## config.mk

```make
export PLATFORM = sky130hd
export DESIGN_NAME = alu_mul_ctrl_flat
export DESIGN_NICKNAME = d
export VERILOG_FILES = /design/src/rtl/alu_mul_ctrl_pkg.sv /design/src/rtl/alu_mul_ctrl_if.sv /design/src/rtl/alu_mul_ctrl.sv /design/src/flat_wrapper.sv
export SDC_FILE = /design/constraint.sdc
export NUM_CORES = 1
export LEC_CHECK = 0
export ABC_AREA = 1
export CORE_UTILIZATION = 47
export DETAILED_ROUTE_END_ITERATION = 12
export GPL_ROUTABILITY_DRIVEN = 0
export GPL_TIMING_DRIVEN = 0
export PLACE_DENSITY_LB_ADDON = 0.05
export SETUP_SLACK_MARGIN = 0.5
export SLEW_MARGIN = 25
export SYNTH_ARGS = -nofsm -noshare
export SYNTH_HDL_FRONTEND = slang
export SYNTH_SLANG_ARGS = --single-unit
```

## constraint.sdc

```tcl
create_clock -name clk -period 3.8 [get_ports clk]
set_input_delay 0.76 -clock clk [delete_from_list [all_inputs] [get_ports clk]]
set_output_delay 0.76 -clock clk [all_outputs]
set_load 0.01 [all_outputs]
```

## src/rtl/alu_mul_ctrl_pkg.sv

```systemverilog
// alu_mul_ctrl_pkg: ALU op codes, carry flag index and multiplier state encoding
package alu_mul_ctrl_pkg;
  localparam logic [3:0] ALU_TRA = 4'h0;
  localparam logic [3:0] ALU_ADD = 4'h1;
  localparam logic [3:0] ALU_ROR = 4'h7;
  localparam int CF = 0;
  typedef enum logic [2:0] {
    MUL_IDLE = 3'd0,
    MUL_ADD  = 3'd1,
    MUL_RORH = 3'd2,
    MUL_RORL = 3'd3,
    MUL_FIN  = 3'd4
  } mul_state_t;
endpackage

```

## src/rtl/alu_mul_ctrl_if.sv

```systemverilog
// alu_mul_ctrl_if: multiply request/result handshake (start,a_in,b_in,busy,done,p) plus ALU drive/return bus
interface alu_mul_ctrl_if;
  logic        start;
  logic [7:0]  a_in;
  logic [7:0]  b_in;
  logic        busy;
  logic        done;
  logic [15:0] p;
  logic [7:0]  alu_a;
  logic [7:0]  alu_b;
  logic [3:0]  alu_op;
  logic [7:0]  alu_st_in;
  logic [7:0]  alu_r;
  logic [7:0]  alu_st_out;
  modport master (
    output start, a_in, b_in, alu_r, alu_st_out,
    input  busy, done, p, alu_a, alu_b, alu_op, alu_st_in
  );
  modport slave (
    input  start, a_in, b_in, alu_r, alu_st_out,
    output busy, done, p, alu_a, alu_b, alu_op, alu_st_in
  );
endinterface

```

## src/rtl/alu_mul_ctrl.sv

```systemverilog
// alu_mul_ctrl: shift-and-add 8x8->16 multiplier sequencing the shared ALU; ports clk, reset, bus (slave)
module alu_mul_ctrl
  import alu_mul_ctrl_pkg::*;
(
  input logic           clk,
  input logic           reset,
  alu_mul_ctrl_if.slave bus
);
  mul_state_t state;
  mul_state_t nxt;
  logic [7:0] hi;
  logic [7:0] lo;
  logic [7:0] m;
  logic       c;
  logic [2:0] cnt;
  logic       ror;
  always_comb begin
    ror = state == MUL_RORH || state == MUL_RORL;
    nxt = state == MUL_IDLE ? (bus.start ? (bus.b_in[0] ? MUL_ADD : MUL_RORH) : MUL_IDLE) :
          state == MUL_ADD  ? MUL_RORH :
          state == MUL_RORH ? MUL_RORL :
          state == MUL_RORL ? (cnt == 3'd7 ? MUL_FIN : (bus.alu_r[0] ? MUL_ADD : MUL_RORH)) :
          MUL_IDLE;
    bus.alu_op = state == MUL_ADD ? ALU_ADD : ror ? ALU_ROR : ALU_TRA;
    bus.alu_a = (state == MUL_ADD || state == MUL_RORH) ? hi : state == MUL_RORL ? lo : 8'h00;
    bus.alu_b = state == MUL_ADD ? m : 8'h00;
    bus.alu_st_in = ror ? 8'(c) << CF : 8'h00;
  end
  always_ff @(posedge clk) begin
    if (reset) begin
      state    <= MUL_IDLE;
      bus.busy <= 1'b0;
      bus.done <= 1'b0;
      bus.p    <= 16'h0000;
      hi       <= 8'h00;
      lo       <= 8'h00;
      m        <= 8'h00;
      c        <= 1'b0;
      cnt      <= 3'd0;
    end else begin
      state    <= nxt;
      bus.busy <= nxt != MUL_IDLE;
      bus.done <= nxt == MUL_FIN;
      case (state)
        MUL_IDLE: if (bus.start) begin
          m   <= bus.a_in;
          lo  <= bus.b_in;
          hi  <= 8'h00;
          c   <= 1'b0;
          cnt <= 3'd0;
        end
        MUL_ADD, MUL_RORH: begin
          hi <= bus.alu_r;
          c  <= bus.alu_st_out[CF];
        end
        MUL_RORL: begin
          lo <= bus.alu_r;
          if (cnt == 3'd7) bus.p <= {hi, bus.alu_r};
          else begin
            c   <= 1'b0;
            cnt <= cnt + 3'd1;
          end
        end
        default: ;
      endcase
    end
  end
endmodule

```

## src/flat_wrapper.sv

```systemverilog
// flat-port wrapper written by rule: the top's interface ports become plain ports
module alu_mul_ctrl_flat import alu_mul_ctrl_pkg::*;
  (clk, reset, bus_start, bus_a_in, bus_b_in, bus_alu_r, bus_alu_st_out, bus_busy, bus_done, bus_p, bus_alu_a, bus_alu_b, bus_alu_op, bus_alu_st_in);
  alu_mul_ctrl_if bus_i ();
  input logic clk;
  input logic reset;
  input wire logic [$bits(bus_i.start)-1:0] bus_start;
  input wire logic [$bits(bus_i.a_in)-1:0] bus_a_in;
  input wire logic [$bits(bus_i.b_in)-1:0] bus_b_in;
  input wire logic [$bits(bus_i.alu_r)-1:0] bus_alu_r;
  input wire logic [$bits(bus_i.alu_st_out)-1:0] bus_alu_st_out;
  output wire logic [$bits(bus_i.busy)-1:0] bus_busy;
  output wire logic [$bits(bus_i.done)-1:0] bus_done;
  output wire logic [$bits(bus_i.p)-1:0] bus_p;
  output wire logic [$bits(bus_i.alu_a)-1:0] bus_alu_a;
  output wire logic [$bits(bus_i.alu_b)-1:0] bus_alu_b;
  output wire logic [$bits(bus_i.alu_op)-1:0] bus_alu_op;
  output wire logic [$bits(bus_i.alu_st_in)-1:0] bus_alu_st_in;
  assign bus_i.start = bus_start;
  assign bus_i.a_in = bus_a_in;
  assign bus_i.b_in = bus_b_in;
  assign bus_i.alu_r = bus_alu_r;
  assign bus_i.alu_st_out = bus_alu_st_out;
  assign bus_busy = bus_i.busy;
  assign bus_done = bus_i.done;
  assign bus_p = bus_i.p;
  assign bus_alu_a = bus_i.alu_a;
  assign bus_alu_b = bus_i.alu_b;
  assign bus_alu_op = bus_i.alu_op;
  assign bus_alu_st_in = bus_i.alu_st_in;
  alu_mul_ctrl u_core (.clk(clk), .reset(reset), .bus(bus_i));
endmodule
```

# Word-level counts from Yosys, hierarchy flattened
# Cells that the tools add are included.
# word_totals
output_inout_bits	46
ff_bits	49
# classes
n_mux	24
addsub	1
reduce_logical	14
eq_ne	7
# op_table
cell	n
8-bit 2-to-1 mux	5
8-bit one-hot mux with 2 select lines	2
3-bit 2-to-1 mux	9
2-bit AND reduction	4
3-bit by 2-bit equality test with 1-bit output (second input constant)	2
3-bit equality test (second input constant)	2
3-bit one-hot mux with 2 select lines	1
3-bit AND reduction	2
3-bit nonzero test	2
2-bit 2-to-1 mux	2
4-bit 2-to-1 mux	1
2-bit inequality test (second input constant)	2
2-bit nonzero test	2
3-bit by 1-bit adder with 3-bit output (second input constant)	1
3-bit by 1-bit equality test with 1-bit output (second input constant)	1
3-bit logical NOT	1
1-bit 2-to-1 mux	3
1-bit one-hot mux with 3 select lines	1
1-bit logical OR	2
2-bit OR reduction	1

# Depth between registers and ports, before layout
# Gate-level depths: netlist of the first run.
# logic_depth
ltp_word	7
depth_mapped	8
ltp_nobuf	7

# Worst setup path before layout of the first run
# Ideal clock, no wire load.
# synth_path
path_kind	register -> output
from	reg u_core.state[2]
to	out bus_alu_a[0]
path_stages_with_launch	7
path_slack_ns	1.970
t_arrival_ns	1.070
path_buffers	2
path_cell_list	dfxtp_1 -> inv_2 -> buf_6 -> nand3_2 -> inv_2 -> buf_4 -> a22o_1
# synth_between
elab_chain_len	3
elab_cells_between_ends	6
cone_classes	eq/ne: 3; mux: 2; reduce/logical: 1
# synth_lines
element	line	source
from (decl)	alu_mul_ctrl.sv:9	mul_state_t state;
from (signal assigned)	alu_mul_ctrl.sv:41	state <= nxt;
3-bit by 2-bit equality test with 1-bit output / 3-bit by 1-bit equality test with 1-bit output (equally long branches)	alu_mul_ctrl.sv:25	bus.alu_a = (state == MUL_ADD || state == MUL_RORH) ? hi : state == MUL_RORL ? lo : 8'h00;
8-bit 2-to-1 mux / 1-bit logical OR (equally long branches)	alu_mul_ctrl.sv:25	
8-bit 2-to-1 mux *	alu_mul_ctrl.sv:25	
to (decl)	flat_wrapper.sv:15	output wire logic [$bits(bus_i.alu_a)-1:0] bus_alu_a;
# Every way passes the cells marked *; elsewhere a longest branch is shown, timed or not.

# Worst setup path in the final report of the first run
# layout_path
from	reg u_core.state[1]
to	out bus_alu_a[5]
# The elaborated chain is that of the path after synthesis.

==> results of run 1 <==
## tightest hold or removal path: cells and delay by family (launching register included)
kind	cells	cell delay (ns)
AOI/OAI and AO/OA	1	0.06
buffers and inverters	1	0.06
DFF	1	0.30
## cell families (layout without fill, tap and decap cells)
family,after synthesis,count (layout),synth area share [%]
other,1,8,0.172
DFF,49,49,45.0
buffers and inverters,55,128,12.4
AOI/OAI and AO/OA,68,68,17.1
and+or+nand+nor,119,119,24.2
adders and majority gates,2,2,1.15
## state kept, by name (all words and copies together) (netlist names)
| register | count |
|---|---|
| u_core.bus.p | 16 |
| u_core.cnt | 3 |
| u_core.hi | 8 |
| u_core.state | 3 |
| u_core.bus.busy | 1 |
| u_core.lo | 8 |
| u_core.m | 8 |
| u_core.c | 1 |
| u_core.bus.done | 1 |
## final cells by class
cell class | instances | area, um2 | area share (%)
buffer | 24 | 155 | 5.10
clock buffer | 7 | 86.3 | 2.84
inverter | 31 | 116 | 3.83
clock inverter | 1 | 30.0 | 0.988
tap | 52 | 65.1 | 2.14
sequential | 49 | 981 | 32.3
multi-input combinational | 197 | 956 | 31.4
timing repair buffer | 65 | 651 | 21.4
## power breakdown
| group | switching, mW | total (mW) | leakage (nW) | internal (mW) |
|---|---|---|---|---|
| Combinational | 0.146 | 0.261 | 0.822 | 0.115 |
| Sequential | 0.0176 | 0.568 | 0.400 | 0.550 |
| Clock | 0.167 | 0.382 | 0.0585 | 0.215 |
## cell usage after synthesis (all sizes together)
cell and n:
clkbuf 4, nand3 25, inv 31, nand2 70, ha 2, conb 1, and3 1, a21oi 35
a22o 8, buf 20, nor2 16, o21ai 24, o21a 1, nand4 7, dfxtp 49
## layer usage
metal | part of all wire, % | track usage [%] | up-vias
li1 | - | - | 1103
met1 | 44 | 27.1 | 979
met2 | 48 | 40.4 | 82
met3 | 6.3 | 5.77 | 8
met4 | 1.1 | 8.00 | 0
met5 | 0 | 0 | -
## worst max path at each step
stage	slack [ns]	startpoint	cells past startpoint	to
after floorplan	1.97	u_core.state[2]	6	bus_alu_a[0]
after CTS	0.99	u_core.state[1]	8	bus_alu_a[5]
after global placement	1.33	u_core.state[1]	8	bus_alu_a[3]
after detailed placement	1.32	u_core.state[1]	8	bus_alu_a[7]
after global routing	0.88	u_core.state[1]	8	bus_alu_a[5]
final	0.97	u_core.state[1]	8	bus_alu_a[5]
## stage by stage
| step | hold WS (ns) | utilization (%) | instance area [um2] | total power [mW] | cells |
|---|---|---|---|---|---|
| global placement | 0.443 | 66.2 | 2920 | 0.834 | 418 |
| global route | 0.476 | 68.9 | 3040 | 1.27 | 426 |
| finish | 0.456 | 68.9 | 3040 | 1.21 | 426 |
| detailed placement | 0.446 | 66.2 | 2920 | 0.838 | 418 |
| floorplan | 0.430 | - | 2210 | 0.737 | 301 |
| CTS | 0.457 | 68.9 | 3040 | 1.21 | 426 |
==> impl_metrics.env, run 1 <==
export IMPL_tns_ns=0
export IMPL_drt_iter0_markers=128
export IMPL_cp_arrival_ns=2.07
export IMPL_fillers=407
export IMPL_grt_use_total_pct=23.0
export IMPL_cp_required_ns=3.04
export IMPL_clk_latency_ns=0.30
export IMPL_avgSynthCellArea_um2=7.42
export IMPL_crit_family="buffers and inverters"
export IMPL_fp_row_count=24
export IMPL_grt_max_degree=15
export IMPL_hold_start="u_core.m[1]"
export IMPL_rsz0062_at_grt="no"
export IMPL_first_global_vias=2046
export IMPL_dieArea_um2=4920
export IMPL_timing_final_crit_period_ns=2.83
export IMPL_worstPathCellList="buf_4, inv_1, nand2_1, nand3_2, inv_2, buf_4, a22o_1, clkdlybuf4s50_1"
export IMPL_ys_warn_count=0
export IMPL_antenna_found_initial=0
export IMPL_num_vias=2172
export IMPL_slowest_stage="clkdlybuf4s50_1"
export IMPL_start_util_pct=49.4
export IMPL_critPathMostFrequentCell="buf_4"
export IMPL_status="finished, final reports clean"
export IMPL_cts_tree="built"
export IMPL_reg2reg_from="u_core.cnt[0]"
export IMPL_via_per_inst=5.10
export IMPL_netlist_area_um2=2180
export IMPL_worstSetupPathType="flip-flop to output port"
export IMPL_die_x_um=70.1
export IMPL_ys_seq_area_share_pct=45.0
export IMPL_coreArea_um2=4410
export IMPL_fin_nets=410
export IMPL_routed_wl_um=5360
export IMPL_first_pass_iters=4
export IMPL_ff2ff_path_depth=6
export IMPL_cts_root_buf="clkbuf_8"
export IMPL_end_kind="output port"
export IMPL_cts_buffers=5
export IMPL_ys_top_cells_by_area="dfxtp_1, nand2_1, a21oi_1"
export IMPL_layout_drive_gt1_share_pct=9.89
export IMPL_worst_path_buf_inv=5
export IMPL_peakVddDrop_mv=0.244
export IMPL_clockBufferDepth=2
export IMPL_skew_ns=0.0121
export IMPL_crit_fanout=10
export IMPL_max_freq_ghz=0.353
export IMPL_h_tree_depth=2
export IMPL_synthCells=294
export IMPL_path_clk_slew_ns=0.09
export IMPL_slew_headroom_pct=65.2
export IMPL_min_to="u_core.m[1]"
export IMPL_critPathLaunchType="flip-flop"
export IMPL_power_leakage_nw=1.28
export IMPL_area_growth_pct=39.3
export IMPL_fin_ws_ns=0.970
export IMPL_min_path_type="flip-flop to flip-flop"
export IMPL_tightest_slew_ns=0.522
export IMPL_drtAntennaViolNets=0
export IMPL_die_h_um=70.1
export IMPL_power_density_nw_per_um2=398
export IMPL_timing_max_cap_violations=0
export IMPL_slowest_delay_ns=0.54
export IMPL_diodes=0
export IMPL_r2r_slack_ns=2.28
export IMPL_synth_seq_cells=49
export IMPL_grt_overflow=0
export IMPL_cts_resized_gates=0
export IMPL_io_buffers=65
export IMPL_io_pins=81
export IMPL_hold_viol=0
export IMPL_layout_worst_path_cycle_share_pct=74.5
export IMPL_setup_viol=0
export IMPL_wl_per_cell_um=12.6
export IMPL_pre_cts_slack_ns=1.32
export IMPL_whs_path_depth=2
export IMPL_worstReg2RegEnd="u_core.state[0]"
export IMPL_post_cts_setup_buffer_count=0
export IMPL_post_synth_top_area_cell="dfxtp_1"
export IMPL_slew_violations=0
export IMPL_hold_buffers=0
export IMPL_place_hpwl_um=4050
export IMPL_drc_errors=0
export IMPL_yosys_cell_types_count=23
export IMPL_grt_pass1_wl_um=9000
export IMPL_synth_top_area_share_pct=45.0
export IMPL_cts_sinks=49
export IMPL_final_common_cell="nand2_1"
export IMPL_final_cell_mix="nand2_1, clkdlybuf4s50_1, dfxtp_1"
(Power assumes the default switching activity.)
==> run 2, diff against run 1 <==
- CORE_UTILIZATION: 47 -> 40
- clock period: 3.8 -> 2.5 ns (I/O delays scaled with it)
==> run 2 against run 1 <==
Effect of this change:
- global-route usage is 1.3 points lower
- wire length is 8.1% higher
- clock skew is 0.0060 ns lower
- first-iteration DRC count is 45% lower
- sequential share of layout area is 1.3 points lower
- sequential cell count stayed put
- setup slack worse by 0.46 ns
==> impl_metrics.env, run 2 (same netlist as run 1, synthesis figures left out) <==
export IMPL_hold_viol=0
export IMPL_cts_root_buf="clkbuf_8"
export IMPL_critPathLaunchType="flip-flop"
export IMPL_peakVddDrop_mv=0.376
export IMPL_final_core_util_pct=61.7
export IMPL_layout_worst_path_cycle_share_pct=79.6
export IMPL_h_tree_depth=2
export IMPL_antenna_found_initial=0
export IMPL_place_hpwl_um=4210
export IMPL_grt_pass1_wl_um=9230
export IMPL_crit_family="buffers and inverters"
export IMPL_grt_use_total_pct=21.7
export IMPL_worst_path_buf_inv=5
export IMPL_area_growth_pct=46.2
export IMPL_slew_violations=0
export IMPL_io_pins=81
export IMPL_status="finished, final reports clean"
export IMPL_final_common_cell="nand2_1"
export IMPL_fillers=483
export IMPL_cts_buffers=5
export IMPL_cts_sinks=49
export IMPL_cts_tree="built"
export IMPL_cp_required_ns=2.00
export IMPL_io_buffers=65
export IMPL_fp_row_count=26
export IMPL_grtUsageMet3_pct=5.69
export IMPL_largest_register="u_core.bus.p"
export IMPL_drc_errors=0
export IMPL_via_per_inst=4.81
export IMPL_slew_headroom_pct=65.2
export IMPL_power_leakage_nw=1.44
export IMPL_timing_final_crit_period_ns=1.99
export IMPL_internal_power_mw=1.37
export IMPL_p_sw_mw=0.547
export IMPL_grt_busiest_layer="met2"
export IMPL_diodes=0
export IMPL_skew_ns=0.00605
export IMPL_tns_ns=0
export IMPL_largest_reg_flops=16
export IMPL_cp_arrival_ns=1.49
export IMPL_grt_overflow=0
export IMPL_fin_nets=421
export IMPL_start_util_pct=42.2
export IMPL_slowest_delay_ns=0.32
export IMPL_dieArea_um2=5750
export IMPL_power_frac_comb_pct=23.7
export IMPL_coreArea_um2=5170
export IMPL_clockBufferDepth=2
export IMPL_die_x_um=75.9
export IMPL_clk_latency_ns=0.31
export IMPL_routed_wl_um=5800
export IMPL_max_freq_ghz=0.502
export IMPL_critPathMostFrequentCell="buf_6"
export IMPL_final_cell_mix="nand2_1, dfxtp_1, clkdlybuf4s50_1"
export IMPL_setup_viol=0
export IMPL_grt_max_degree=15
export IMPL_seqPwrFrac_pct=45.1
export IMPL_path_clk_slew_ns=0.09
export IMPL_layout_drive_gt1_share_pct=16.6
export IMPL_end_kind="output port"
export IMPL_first_pass_iters=4
export IMPL_grt_util_met2_pct=36.1
export IMPL_power_density_nw_per_um2=601
export IMPL_timing_max_cap_violations=0
export IMPL_rsz0062_at_grt="yes"
export IMPL_crit_fanout=5
export IMPL_num_vias=2190
export IMPL_first_global_vias=2015
export IMPL_grt_util_met1_pct=27.3
export IMPL_hold_buffers=0
export IMPL_worstSetupPathType="flip-flop to output port"
export IMPL_slowest_stage="dfxtp_2"
export IMPL_clockPowerShare_pct=31.2
export IMPL_min_path_type="flip-flop to flip-flop"
export IMPL_power_share_switching_pct=28.5
export IMPL_drtAntennaViolNets=0
export IMPL_drt_iter0_markers=70
export IMPL_worstPathCellList="buf_6, inv_8, nand2_4, nand3_4, inv_4, buf_6, a22o_1, buf_2"
export IMPL_die_h_um=75.9
export IMPL_tightest_slew_ns=0.522
export IMPL_wl_per_cell_um=12.7
run 2: routing by layer:
metal / wire length (um) / part of all wire, %
met1: 2650 / 46
met3: 296 / 5.1
met5: 0 / 0
met4: 70 / 1.2
met2: 2780 / 48
run 2: area by class of cell:
cell class | instances | area, um2 | area share, %
Inverter | 31 | 129 | 4.04
Multi-Input combinational cell | 197 | 1000 | 31.4
Sequential cell | 49 | 987 | 31.0
Clock inverter | 1 | 30.0 | 0.942
Clock buffer | 7 | 86.3 | 2.71
Timing Repair Buffer | 76 | 692 | 21.7
Tap cell | 70 | 87.6 | 2.75
Buffer | 24 | 176 | 5.53
run 2: through the flow:
| step | instance area [um2] | total power [mW] | hold WS (ns) | setup slack [ns] | instances |
|---|---|---|---|---|---|
| 2_1_floorplan | 2210 | 1.12 | 0.430 | 0.930 | 301 |
| 3_3_place_gp | 2950 | 1.27 | 0.443 | 0.288 | 436 |
| 3_5_place_dp | 2950 | 1.27 | 0.446 | 0.257 | 436 |
| 4_1_cts | 3150 | 1.89 | 0.458 | 0.365 | 450 |
| 5_1_grt | 3190 | 2.01 | 0.477 | 0.457 | 455 |
| 6_report | 3190 | 1.92 | 0.455 | 0.510 | 455 |
run 2: power by group through the flow:
stage | Clock (mW) | Sequential, mW | Combinational (mW)
2_1_floorplan | 0 | 0.875 | 0.245
3_3_place_gp | 0 | 0.880 | 0.390
5_1_grt | 0.633 | 0.870 | 0.504
4_1_cts | 0.604 | 0.863 | 0.420
6_report | 0.599 | 0.864 | 0.453
3_5_place_dp | 0 | 0.882 | 0.393
run 2: final timing paths:
| path | start | end | slack [ns] | cells past startpoint |
|---|---|---|---|---|
| hold / removal | u_core.m[4] | u_core.m[4] | 0.45 | 2 |
| hold reg to reg | u_core.m[4] | u_core.m[4] | 0.45 | 2 |
| setup reg to reg | u_core.cnt[0] | u_core.state[0] | 0.95 | 6 |
| setup / recovery | u_core.state[1] | bus_alu_a[2] | 0.51 | 8 |
run 2: what timing repair did:
| action | 4_1_cts | 5_1_grt |
|---|---|---|
| resized for setup | 37 | 28 |
| endpoints found under the hold margin | 0 | 0 |
| pin swaps | 0 | 2 |
| setup endpoints to repair | 20 | 9 |
| buffers inserted | 6 | 4 |
| cloned | 0 | 1 |
run 2: tightest hold or removal path: cells and delay by family (launching register included):
family,cells,cell delay (ns)
AOI/OAI and AO/OA,1,0.05
buffers and inverters,1,0.06
DFF,1,0.31
